### config.mk
export PLATFORM = sky130hd
export DESIGN_NAME = muldiv_seq
export DESIGN_NICKNAME = d
export VERILOG_FILES = /design/src/rtl/muldiv_seq_pkg.sv /design/src/rtl/muldiv_addsub.sv /design/src/rtl/muldiv_seq.sv
export SDC_FILE = /design/constraint.sdc
export NUM_CORES = 1
export LEC_CHECK = 0
export BUFFER_PORTS_ARGS = -buffer_cell sky130_fd_sc_hd__buf_2
export CAP_MARGIN = 20
export CORE_AREA = 3 3 222 181
export CTS_CLUSTER_SIZE = 12
export DETAILED_ROUTE_END_ITERATION = 8
export DIE_AREA = 0 0 225 184
export PLACE_DENSITY = 0.56
export REMOVE_ABC_BUFFERS = 1
export SYNTH_ARGS = -nofsm -noshare
export SYNTH_HDL_FRONTEND = slang
export SYNTH_HIERARCHICAL = 1
export SYNTH_SLANG_ARGS = --single-unit
export TNS_END_PERCENT = 100
### constraint.sdc
create_clock -name clk -period 11.3 [get_ports clk]
set_input_delay 2.26 -clock clk [delete_from_list [all_inputs] [get_ports clk]]
set_output_delay 2.26 -clock clk [all_outputs]
set_load 0.01 [all_outputs]
### src/rtl/muldiv_seq_pkg.sv
// muldiv_seq_pkg: shared definitions for the iterative multiply/divide sequencer.
//   FNC_*        funct3 codes of the RV32M operations (MUL..REMU)
//   FNC7_MULDIV  funct7 that tags an ARI_RTYPE instruction as M-extension
//   op_a_signed  1 when operand A (rs1) is interpreted as signed
//   op_b_signed  1 when operand B (rs2) is interpreted as signed
package muldiv_seq_pkg;

  localparam logic [2:0] FNC_MUL    = 3'b000;
  localparam logic [2:0] FNC_MULH   = 3'b001;
  localparam logic [2:0] FNC_MULHSU = 3'b010;
  localparam logic [2:0] FNC_MULHU  = 3'b011;
  localparam logic [2:0] FNC_DIV    = 3'b100;
  localparam logic [2:0] FNC_DIVU   = 3'b101;
  localparam logic [2:0] FNC_REM    = 3'b110;
  localparam logic [2:0] FNC_REMU   = 3'b111;

  localparam logic [6:0] FNC7_MULDIV = 7'b0000001;

  // MUL only needs the low half, which is identical for signed and unsigned
  // operands; treating it as signed x signed keeps the FIX logic uniform.
  function automatic logic op_a_signed(input logic [2:0] f);
    return (f == FNC_MUL) || (f == FNC_MULH) || (f == FNC_MULHSU) ||
           (f == FNC_DIV) || (f == FNC_REM);
  endfunction

  function automatic logic op_b_signed(input logic [2:0] f);
    return (f == FNC_MUL) || (f == FNC_MULH) || (f == FNC_DIV) || (f == FNC_REM);
  endfunction

endpackage

### src/rtl/muldiv_addsub.sv
// muldiv_addsub: W-bit adder/subtractor, the single arithmetic unit shared by
// the multiply loop, the divide loop and the final sign fix-up.
//   a, b  operands
//   sub   0: y = a + b   1: y = a - b   (carry out is dropped, wraps silently)
//   y     result
module muldiv_addsub #(
  parameter int W = 33
) (
  input  logic [W-1:0] a,
  input  logic [W-1:0] b,
  input  logic         sub,
  output logic [W-1:0] y
);

  assign y = a + (b ^ {W{sub}}) + {{(W-1){1'b0}}, sub};

endmodule

### src/rtl/muldiv_seq.sv
// muldiv_seq: iterative RV32M multiply/divide sequencer sitting beside the EX ALU.
// One op at a time: radix-2 shift-add multiply or restoring divide on operand
// magnitudes, then a one-cycle sign fix-up, then the result is held until taken.
//
// Ports
//   clk, rst    clock, synchronous active-high reset
//   req_valid   M-extension op presented by EX
//   req_ready   1 only in IDLE
//   funct       funct3 (MUL..REMU)
//   rs1, rs2    operand A (multiplicand/dividend), operand B (multiplier/divisor)
//   kill        flush: abandon everything, IDLE on the next edge
//   resp_valid  result valid (DONE), held until resp_ready
//   resp_ready  consumer takes the result
//   result      product half / quotient / remainder
//   busy        stall request to EX (CALC, FIX, DONE)
//   dbg_state   current FSM state (0 IDLE, 1 CALC, 2 FIX, 3 DONE)
//
// Handshake: a request transfers on a rising edge where req_valid && req_ready;
// a response transfers on a rising edge where resp_valid && resp_ready. kill
// overrides both, rst overrides kill.
//
// Build option: MULDIV_EARLY_OUT_EN, when defined, lets a multiply leave CALC as
// soon as the remaining multiplier bits are all zero.
module muldiv_seq
  import muldiv_seq_pkg::*;
#(
  parameter int XLEN = 32
) (
  input  logic            clk,
  input  logic            rst,
  input  logic            req_valid,
  output logic            req_ready,
  input  logic [2:0]      funct,
  input  logic [XLEN-1:0] rs1,
  input  logic [XLEN-1:0] rs2,
  input  logic            kill,
  output logic            resp_valid,
  input  logic            resp_ready,
  output logic [XLEN-1:0] result,
  output logic            busy,
  output logic [1:0]      dbg_state
);

  localparam int CW = $clog2(XLEN);

  typedef enum logic [1:0] {
    ST_IDLE = 2'd0,
    ST_CALC = 2'd1,
    ST_FIX  = 2'd2,
    ST_DONE = 2'd3
  } state_t;

  state_t            state_q, state_d;
  logic [CW-1:0]     cnt_q, cnt_d;
  logic [2:0]        funct_q, funct_d;
  logic              neg_q, neg_d;      // final result must be negated
  logic [XLEN-1:0]   opb_q, opb_d;      // |multiplicand| or |divisor|
  logic [2*XLEN-1:0] acc_q, acc_d;      // mul: {hi, lo}; div: {remainder, quotient}
  logic [XLEN-1:0]   result_q, result_d;

  // shared adder
  logic [XLEN:0] add_a, add_b, add_y;
  logic          add_sub;

  muldiv_addsub #(.W(XLEN+1)) u_addsub (
    .a   (add_a),
    .b   (add_b),
    .sub (add_sub),
    .y   (add_y)
  );

  // request decode
  logic            sign_a, sign_b;
  logic [XLEN-1:0] mag_a, mag_b;
  logic            div_zero, div_ovf;

  assign sign_a   = op_a_signed(funct) & rs1[XLEN-1];
  assign sign_b   = op_b_signed(funct) & rs2[XLEN-1];
  assign mag_a    = sign_a ? (~rs1 + {{(XLEN-1){1'b0}}, 1'b1}) : rs1;
  assign mag_b    = sign_b ? (~rs2 + {{(XLEN-1){1'b0}}, 1'b1}) : rs2;
  assign div_zero = funct[2] && (rs2 == '0);
  assign div_ovf  = ((funct == FNC_DIV) || (funct == FNC_REM)) &&
                    (rs1 == {1'b1, {(XLEN-1){1'b0}}}) && (rs2 == '1);

  // datapath views of the accumulator
  logic [XLEN-1:0] acc_hi, acc_lo, fix_val;
  logic [XLEN:0]   div_shift;
  logic            sel_hi;

  assign acc_hi    = acc_q[2*XLEN-1:XLEN];
  assign acc_lo    = acc_q[XLEN-1:0];
  assign div_shift = {acc_hi, acc_lo[XLEN-1]};
  // MULH*/REM* deliver the upper word, MUL/DIV* the lower one
  assign sel_hi    = funct_q[2] ? funct_q[1] : (funct_q[1:0] != 2'b00);
  assign fix_val   = sel_hi ? acc_hi : acc_lo;

  always_comb begin
    state_d  = state_q;
    cnt_d    = cnt_q;
    funct_d  = funct_q;
    neg_d    = neg_q;
    opb_d    = opb_q;
    acc_d    = acc_q;
    result_d = result_q;
    add_a    = '0;
    add_b    = '0;
    add_sub  = 1'b0;

    case (state_q)
      ST_IDLE: begin
        if (req_valid) begin
          funct_d = funct;
          cnt_d   = '0;
          // remainder takes the dividend's sign, everything else the xor
          neg_d   = (funct[2] && funct[1]) ? sign_a : (sign_a ^ sign_b);
          if (div_zero) begin
            result_d = funct[1] ? rs1 : '1;
            state_d  = ST_DONE;
          end else if (div_ovf) begin
            // quotient is rs1 itself (0x80..0), remainder is zero
            result_d = funct[1] ? '0 : rs1;
            state_d  = ST_DONE;
          end else begin
            state_d = ST_CALC;
            if (funct[2]) begin
              acc_d = {{XLEN{1'b0}}, mag_a};
              opb_d = mag_b;
            end else begin
              acc_d = {{XLEN{1'b0}}, mag_b};
              opb_d = mag_a;
            end
          end
        end
      end

      ST_CALC: begin
        cnt_d = cnt_q + {{(CW-1){1'b0}}, 1'b1};
        if (cnt_q == CW'(XLEN-1)) begin
          state_d = ST_FIX;
          cnt_d   = '0;
        end
        if (funct_q[2]) begin
          // restoring divide: trial-subtract the divisor from the shifted remainder
          add_a   = div_shift;
          add_b   = {1'b0, opb_q};
          add_sub = 1'b1;
          if (add_y[XLEN]) begin
            acc_d = {div_shift[XLEN-1:0], acc_lo[XLEN-2:0], 1'b0};
          end else begin
            acc_d = {add_y[XLEN-1:0], acc_lo[XLEN-2:0], 1'b1};
          end
        end else begin
          // shift-add multiply: the carry (bit XLEN) shifts into the top of hi
          add_a = {1'b0, acc_hi};
          add_b = acc_lo[0] ? {1'b0, opb_q} : '0;
          acc_d = {add_y, acc_lo[XLEN-1:1]};
`ifdef MULDIV_EARLY_OUT_EN
          // The low XLEN-cnt bits of lo are the multiplier bits still to be
          // consumed. If all are zero the remaining steps are pure shifts:
          // shift by XLEN-cnt = 1 + ~cnt (XLEN is a power of two).
          if ((acc_lo & ({XLEN{1'b1}} >> cnt_q)) == '0) begin
            acc_d   = (acc_q >> 1) >> (~cnt_q);
            state_d = ST_FIX;
            cnt_d   = '0;
          end
`endif
        end
      end

      ST_FIX: begin
        state_d = ST_DONE;
        if (neg_q) begin
          if (!funct_q[2] && sel_hi) begin
            // high word of -{hi,lo} = ~hi + (lo == 0)
            add_a = {1'b0, ~acc_hi};
            add_b = {{XLEN{1'b0}}, (acc_lo == '0)};
          end else begin
            add_b   = {1'b0, fix_val};
            add_sub = 1'b1;
          end
          result_d = add_y[XLEN-1:0];
        end else begin
          result_d = fix_val;
        end
      end

      ST_DONE: begin
        if (resp_ready) state_d = ST_IDLE;
      end

      default: state_d = ST_IDLE;
    endcase

    if (kill) begin
      state_d  = ST_IDLE;
      cnt_d    = '0;
      result_d = result_q;
    end
  end

  always_ff @(posedge clk) begin
    if (rst) begin
      state_q  <= ST_IDLE;
      cnt_q    <= '0;
      funct_q  <= '0;
      neg_q    <= 1'b0;
      opb_q    <= '0;
      acc_q    <= '0;
      result_q <= '0;
    end else begin
      state_q  <= state_d;
      cnt_q    <= cnt_d;
      funct_q  <= funct_d;
      neg_q    <= neg_d;
      opb_q    <= opb_d;
      acc_q    <= acc_d;
      result_q <= result_d;
    end
  end

  assign req_ready  = (state_q == ST_IDLE);
  assign busy       = (state_q != ST_IDLE);
  assign resp_valid = (state_q == ST_DONE);
  assign result     = result_q;
  assign dbg_state  = state_q;

endmodule
======== Word-level counts from Yosys, hierarchy flattened ========
Index checks and enable logic that the tools add are counted.
cells by class
  $add $sub $neg .......................... 5
  equality and inequality tests ........... 16
  muxes and demuxes ....................... 42
  bitwise operators ....................... 10
  reductions and logical operators ........ 28
operators by type and width
  operator                                        number
  2-to-1 mux 32 bit                               17
  2-to-1 mux 64 bit                               5
  one-hot mux 32 bit (2 select lines)             2
  one-hot mux 64 bit (2 select lines)             1
  inverter 32 bit                                 3
  one-hot mux 33 bit (2 select lines)             1
  adder 32 x 1 -> 32 bit (second input constant)  2
  == test 32 bit (second input constant)          2
  zero test 32 bit                                2
  adder 33 x 1 -> 33 bit                          1
  adder 33 bit                                    1
  2-to-1 mux 33 bit                               1
  XOR 32 x 33 -> 33 bit                           1
  AND reduction 4 bit                             3
  2-to-1 mux 2 bit                                5
  2-to-1 mux 5 bit                                2
  one-hot mux 5 bit (2 select lines)              1
  != test 2 bit (second input constant)           4
  one-hot mux 2 bit (4 select lines)              1
  nonzero test 2 bit                              4
  logical OR 1 bit                                7
  == test 3 bit (second input constant)           2
  adder 5 x 1 -> 5 bit (second input constant)    1
  == test 5 bit (second input constant)           1
  other kinds (18)                                31
storage, ports and cells
  flip-flop bits (word level) ............. 139
  input bits .............................. 72
  output and inout port bits .............. 37
  logic and storage cells ................. 108

======== Depth between registers and ports, before layout ========
  depth after elaboration ................. 12
  mapped depth ............................ 25
  depth with buffers taken out ............ 21

======== Hierarchy ========
The synthesis kept the hierarchy.
modules (own cells, without submodules)
  module         times used  cells each  area each (um2)  sequential area each (um2)
  muldiv_seq     1           1504        11249.5          2782.7
  muldiv_addsub  1           293         2038.2           0.0

======== Least setup slack after synthesis ========
OpenSTA, ideal clock, no wires.
  kind .................................... register to register
  from .................................... register state_q[0], in the netlist dbg_state[0]
  to ...................................... register acc_q[36]
  setup time .............................. 0.070 ns
  arrival ................................. 5.432 ns
  data required time ...................... 11.230 ns
  setup slack ............................. 5.797 ns
  cell stages (with the launch flop) ...... 25
  buffers on the path ..................... 8
  period minus slack after synthesis ...... 5.503 ns
  cells stage by stage .................... dfxtp_1 > ha_1 > clkbuf_1 > clkbuf_1 > buf_1 > nand2_1 > a21boi_0 > buf_2 > buf_1 > xor2_1 > ha_1 > clkbuf_2 > a211o_1 > a21oi_1 > o211ai_1 > a21o_1 > a21oi_1 > o21ai_0 > xnor2_1 > clkbuf_1 > buf_1 > mux2i_1 > a211oi_1 > o21ai_0 > a21oi_1
on the way
  cells in the longest elaborated chain, start to end .. 8
  elaborated cells between the ends (all ways) .. 17
  those cells by class .................... 2 x add/sub; 5 x eq/ne; 6 x mux; 1 x bitwise; 3 x reduce/logical
RTL lines
  item                                                            line                 text
  from (decl)                                                     muldiv_seq.sv:53     state_t state_q, state_d;
  from (signal assigned)                                          muldiv_seq.sv:211    state_q <= state_d;
  == test 2 bit / == test 2 x 1 -> 1 bit (equally long branches)  muldiv_seq.sv:109    case (state_q)
  one-hot mux 1 bit (2 select lines) (*)                          muldiv_seq.sv:109
  via add_sub                                                     muldiv_seq.sv:63     logic add_sub;
  XOR 32 x 33 -> 33 bit                                           muldiv_addsub.sv:15  assign y = a + (b ^ {W{sub}}) + {{(W-1){1'b0}}, sub};
  adder 33 bit                                                    muldiv_addsub.sv:15
  adder 33 x 1 -> 33 bit (*)                                      muldiv_addsub.sv:15
  via add_y[32]                                                   muldiv_seq.sv:62     logic [XLEN:0] add_a, add_b, add_y;
  2-to-1 mux 64 bit (*)                                           muldiv_seq.sv:147    if (add_y[XLEN]) begin
  2-to-1 mux 64 bit (*)                                           muldiv_seq.sv:142    if (funct_q[2]) begin
  one-hot mux 64 bit (2 select lines) (*)                         muldiv_seq.sv:109
  to (signal assigned)                                            muldiv_seq.sv:208    acc_q <= '0;
  to (signal assigned)                                            muldiv_seq.sv:216    acc_q <= acc_d;
  to (decl)                                                       muldiv_seq.sv:58     logic [2*XLEN-1:0] acc_q, acc_d;
The timed path passes the listed nets; every way through them passes the cells marked *.
A chain may end at the register's enable or synchronous reset.

======== Final worst setup path ========
  from .................................... register state_q[0], in the netlist dbg_state[0]
  to ...................................... register acc_q[38]
on the way
  cells in the longest elaborated chain, start to end .. 8
  elaborated cells between the ends (all ways) .. 17
  those cells by class .................... 2 x add/sub; 5 x eq/ne; 6 x mux; 1 x bitwise; 3 x reduce/logical
RTL lines
  item                                                            line
  == test 2 bit / == test 2 x 1 -> 1 bit (equally long branches)  muldiv_seq.sv:109
  one-hot mux 32 bit (2 select lines) (*)                         muldiv_seq.sv:109
  via add_b[1]                                                    muldiv_seq.sv:62
  XOR 32 x 33 -> 33 bit (*)                                       muldiv_addsub.sv:15
  adder 33 bit (*)                                                muldiv_addsub.sv:15
  adder 33 x 1 -> 33 bit (*)                                      muldiv_addsub.sv:15
  via add_y[32]                                                   muldiv_seq.sv:62
  2-to-1 mux 64 bit (*)                                           muldiv_seq.sv:147
  2-to-1 mux 64 bit (*)                                           muldiv_seq.sv:142
  one-hot mux 64 bit (2 select lines) (*)                         muldiv_seq.sv:109
Marked as above.

==> impl_metrics.sql <==
INSERT INTO impl_metrics (metric_group, metric, value, unit) VALUES
('run_status', 'status', 'complete, no violations', ''),
('clocking', 'cts_hold_repair.buffers', '0', ''),
('power_and_ir_drop', 'powerDensity', '107', 'nW/µm²'),
('clocking', 'path_clk_slew', '0.07', 'ns'),
('sta', 'final_critical_path_setup_slack', '4.23', 'ns'),
('power_and_ir_drop', 'vdd_ir_drop_max', '0.0000841', 'V'),
('final_layout', 'count_of_fill_cells_added_during_filler_insertion', '3992', ''),
('detailed_routing', 'via_count', '14700', ''),
('yosys', 'yosys_warnings', '6', ''),
('clocking', 'clock_latency', '0.46', 'ns'),
('die', 'placeable_area', '38000', 'µm²'),
('yosys', 'synth_top_flop_cell', 'dfxtp_1', ''),
('global_routing', 'grt_remaining_overflow', '0', ''),
('clocking', 'cts_buffer_depth', '2', ''),
('placed_design', 'port_buffers', '108', ''),
('detailed_routing', 'route.detailed.vias_per_inst', '6.36', ''),
('sta', 'worstMarginPinSlew', '1.16', 'ns'),
('sta', 'number_of_endpoints_failing_setup_at_the_final_stage', '0', ''),
('setup_path', 'critPathMostFrequentCell', 'o21ai_0', ''),
('detailed_routing', 'drt_first_iter_violations', '1844', ''),
('placed_design', 'place_inst', '2267', ''),
('setup_path', 'critical_path_arrival', '7.45', 'ns'),
('final_layout', 'finalNetCount', '1904', ''),
('min_path', 'timing.hold.worst.class', 'reg2reg', ''),
('global_routing', 'antenna_found_initial', '3', ''),
('setup_path', 'critPathKind', 'reg2reg', ''),
('sta', 'finalWorstPathRequiredPeriod', '7.07', 'ns'),
('global_routing', 'groute.usage.overall', '26.0', '%'),
('sta', 'final-max-slew-violation-count', '0', ''),
('clocking', 'cts.sink_count', '139', ''),
('final_layout', 'layout.cells.most_common_list', '186 x nand2_1, 146 x a21oi_1, 145 x o21ai_0', ''),
('yosys', 'ys_async_sr_fraction', '0', '%'),
('final_layout', 'drive_above_1_share', '12.4', '%'),
('global_routing', 'grt_first_pass_wirelength', '83800', 'µm'),
('final_layout', 'non_filler_instance_count_after_layout', '2303', ''),
('clocking', 'tritoncts', 'yes', ''),
('final_layout', 'final_util', '38.8', '%'),
('sta', 'finalHoldViolCount', '0', ''),
('setup_path', 'critPathMaxFanout', '43', ''),
('final_layout', 'syn_to_final_growth', '11.1', '%'),
('yosys', 'synth-edff-count', '0', ''),
('setup_path', 'worst_setup_path_end_kind', 'register', ''),
('yosys', 'ys_seq_area_share', '20.9', '%'),
('detailed_routing', 'route.detailed.drc', '0', ''),
('die', 'floorplan.initialDensity', '34.9', '%'),
('clocking', 'post_cts_resized', '0', ''),
('setup_path', 'worst_setup_path_start_kind', 'register', ''),
('setup_path', 'critical_path.cell_chain', 'ha_1 > buf_4 > inv_2 > nor2_2 > buf_4 > nand2_1 > o21ai_0 > and2_1 > xor2_1 > inv_1 > fa_1 > nor2b_1 > o31a_1 > o21ai_0 > a21oi_1 > a21oi_1 > o21ai_0 > xnor2_2 > buf_4 > mux2i_1 > a211oi_1 > o21ai_0 > a21oi_1', ''),
('setup_path', 'cpPeakStageDelay', '1.05', 'ns'),
('sta', 'unrepaired_setup_endpoints_after_global_routing', 'no', ''),
('clocking', 'tritoncts.num_buffers', '17', ''),
('global_routing', 'largest_net_degree_at_the_start_of_global_routing', '70', ''),
('die', 'io_pins', '109', ''),
('power_and_ir_drop', 'power.static_leakage', '5.65', 'nW'),
('yosys', 'postSynthAreaPerCell', '7.39', 'µm²'),
('yosys', 'synthesis.area', '13300', 'µm²'),
('yosys', 'synthDistinctLibCells', '91', ''),
('clocking', 'root_buffer', 'clkbuf_16', ''),
('flow_run', 'drv_cap', '0', ''),
('sta', 'clock_skew', '0.0115', 'ns'),
('power_and_ir_drop', 'total_power', '1.58', 'mW'),
('die', 'fp.dieArea', '41400', 'µm²'),
('detailed_routing', 'postRouteAntennaNets', '0', ''),
('detailed_routing', 'post_drt_wl_per_cell', '24.0', 'µm'),
('detailed_routing', 'route.final.wire_length', '55200', 'µm'),
('detailed_routing', 'drt_pre_antenna_iters', '5', ''),
('sta', 'min_period_over_period', '62.5', '%'),
('placed_design', 'pre_cts_slack', '4.48', 'ns'),
('setup_path', 'worst-endpoint-required', '11.68', 'ns'),
('clocking', 'post_cts.repair.setup_buffers', '0', ''),
('die', 'die_h', '184', 'µm');
flip-flops by register name (all words and copies together), names as in the netlist:
| register | flops |
|---|---|
| result | 32 |
| dbg_state | 2 |
| funct_q | 3 |
| acc_q | 64 |
| opb_q | 32 |
| cnt_q | 5 |
| neg_q | 1 |
metrics by stage:
stage                     cell area [µm²]  hold slack (ns)
after floorplan                     12600            0.426
after global placement              14000            0.446
after detailed placement            14100            0.448
after CTS                           14700            0.462
after global routing                14800            0.478
final                               14800            0.465
metal layers:
metal	part of all wire (%)	vias to the layer above	global-route usage (%)
li1	-	6676	-
met1	44	7122	35.9
met2	44	749	40.1
met3	9.3	103	6.19
met4	2.3	0	8.36
met5	0	-	0
path summary, 6_finish.rpt:
kind	start	to	slack, ns	cells after the start
min reg2reg	opb_q[10]	opb_q[10]	0.46	2
min	opb_q[10]	opb_q[10]	0.46	2
max	dbg_state[0]	acc_q[38]	4.23	23
max reg2reg	dbg_state[0]	acc_q[38]	4.23	23
power by group:
group	internal [mW]	total (mW)	leakage [nW]	switching [mW]
combinational	0.119	0.351	4.18	0.232
clock	0.428	0.684	0.328	0.256
sequential	0.516	0.550	1.13	0.0344
logic make-up after synthesis:
group	share of synthesized area (%)
flops	20.9
compound gates	30.9
mux	10.4
xor+xnor	7.78
fa+ha+maj	3.92
buf+inv	5.90
other cells	0.0282
simple gates	20.1
cells in the mapped netlist, drive strengths merged (20+ instances only):
library cell	instances	share of area [%]
nand4	20	0.94
nor4	22	1.2
a211oi	73	4.4
a31oi	20	0.94
xnor2	48	3.2
o21ai	150	5.7
nand2	188	5.4
and2	67	3.2
nor2	106	3.0
buf	40	1.7
nand3	63	2.4
dfxtp	139	21
a22oi	32	1.8
nor3	31	1.2
a21oi	148	5.6
o22ai	41	2.0
o211ai	24	1.5
clkbuf	122	3.5
mux2i	125	9.4
xor2	70	4.6
inv	26	0.73
ha	40	3.8
critical path, delay by kind of cell, from the launching register on:
kind	cells	cell delay [ns]
and+or+nand+nor	4	1.44
DFF	1	0.41
adders and majority gates	2	0.61
AOI/OAI and AO/OA	9	1.97
buffers and inverters	5	1.96
muxes	1	0.19
xor gates and xnor gates	2	0.35
layout make-up:
cell class / count / area (µm²) / share of cell area [%]
multi-input combinational: 1469 / 9770 / 66.2
sequential: 139 / 2790 / 18.9
clock buffer: 18 / 450 / 3.05
antenna: 4 / 10.0 / 0.0678
timing repair buffer: 137 / 781 / 5.29
tap: 495 / 619 / 4.20
clock inverter: 14 / 239 / 1.62
inverter: 27 / 101 / 0.687
Power figures use the tool's default switching activity.
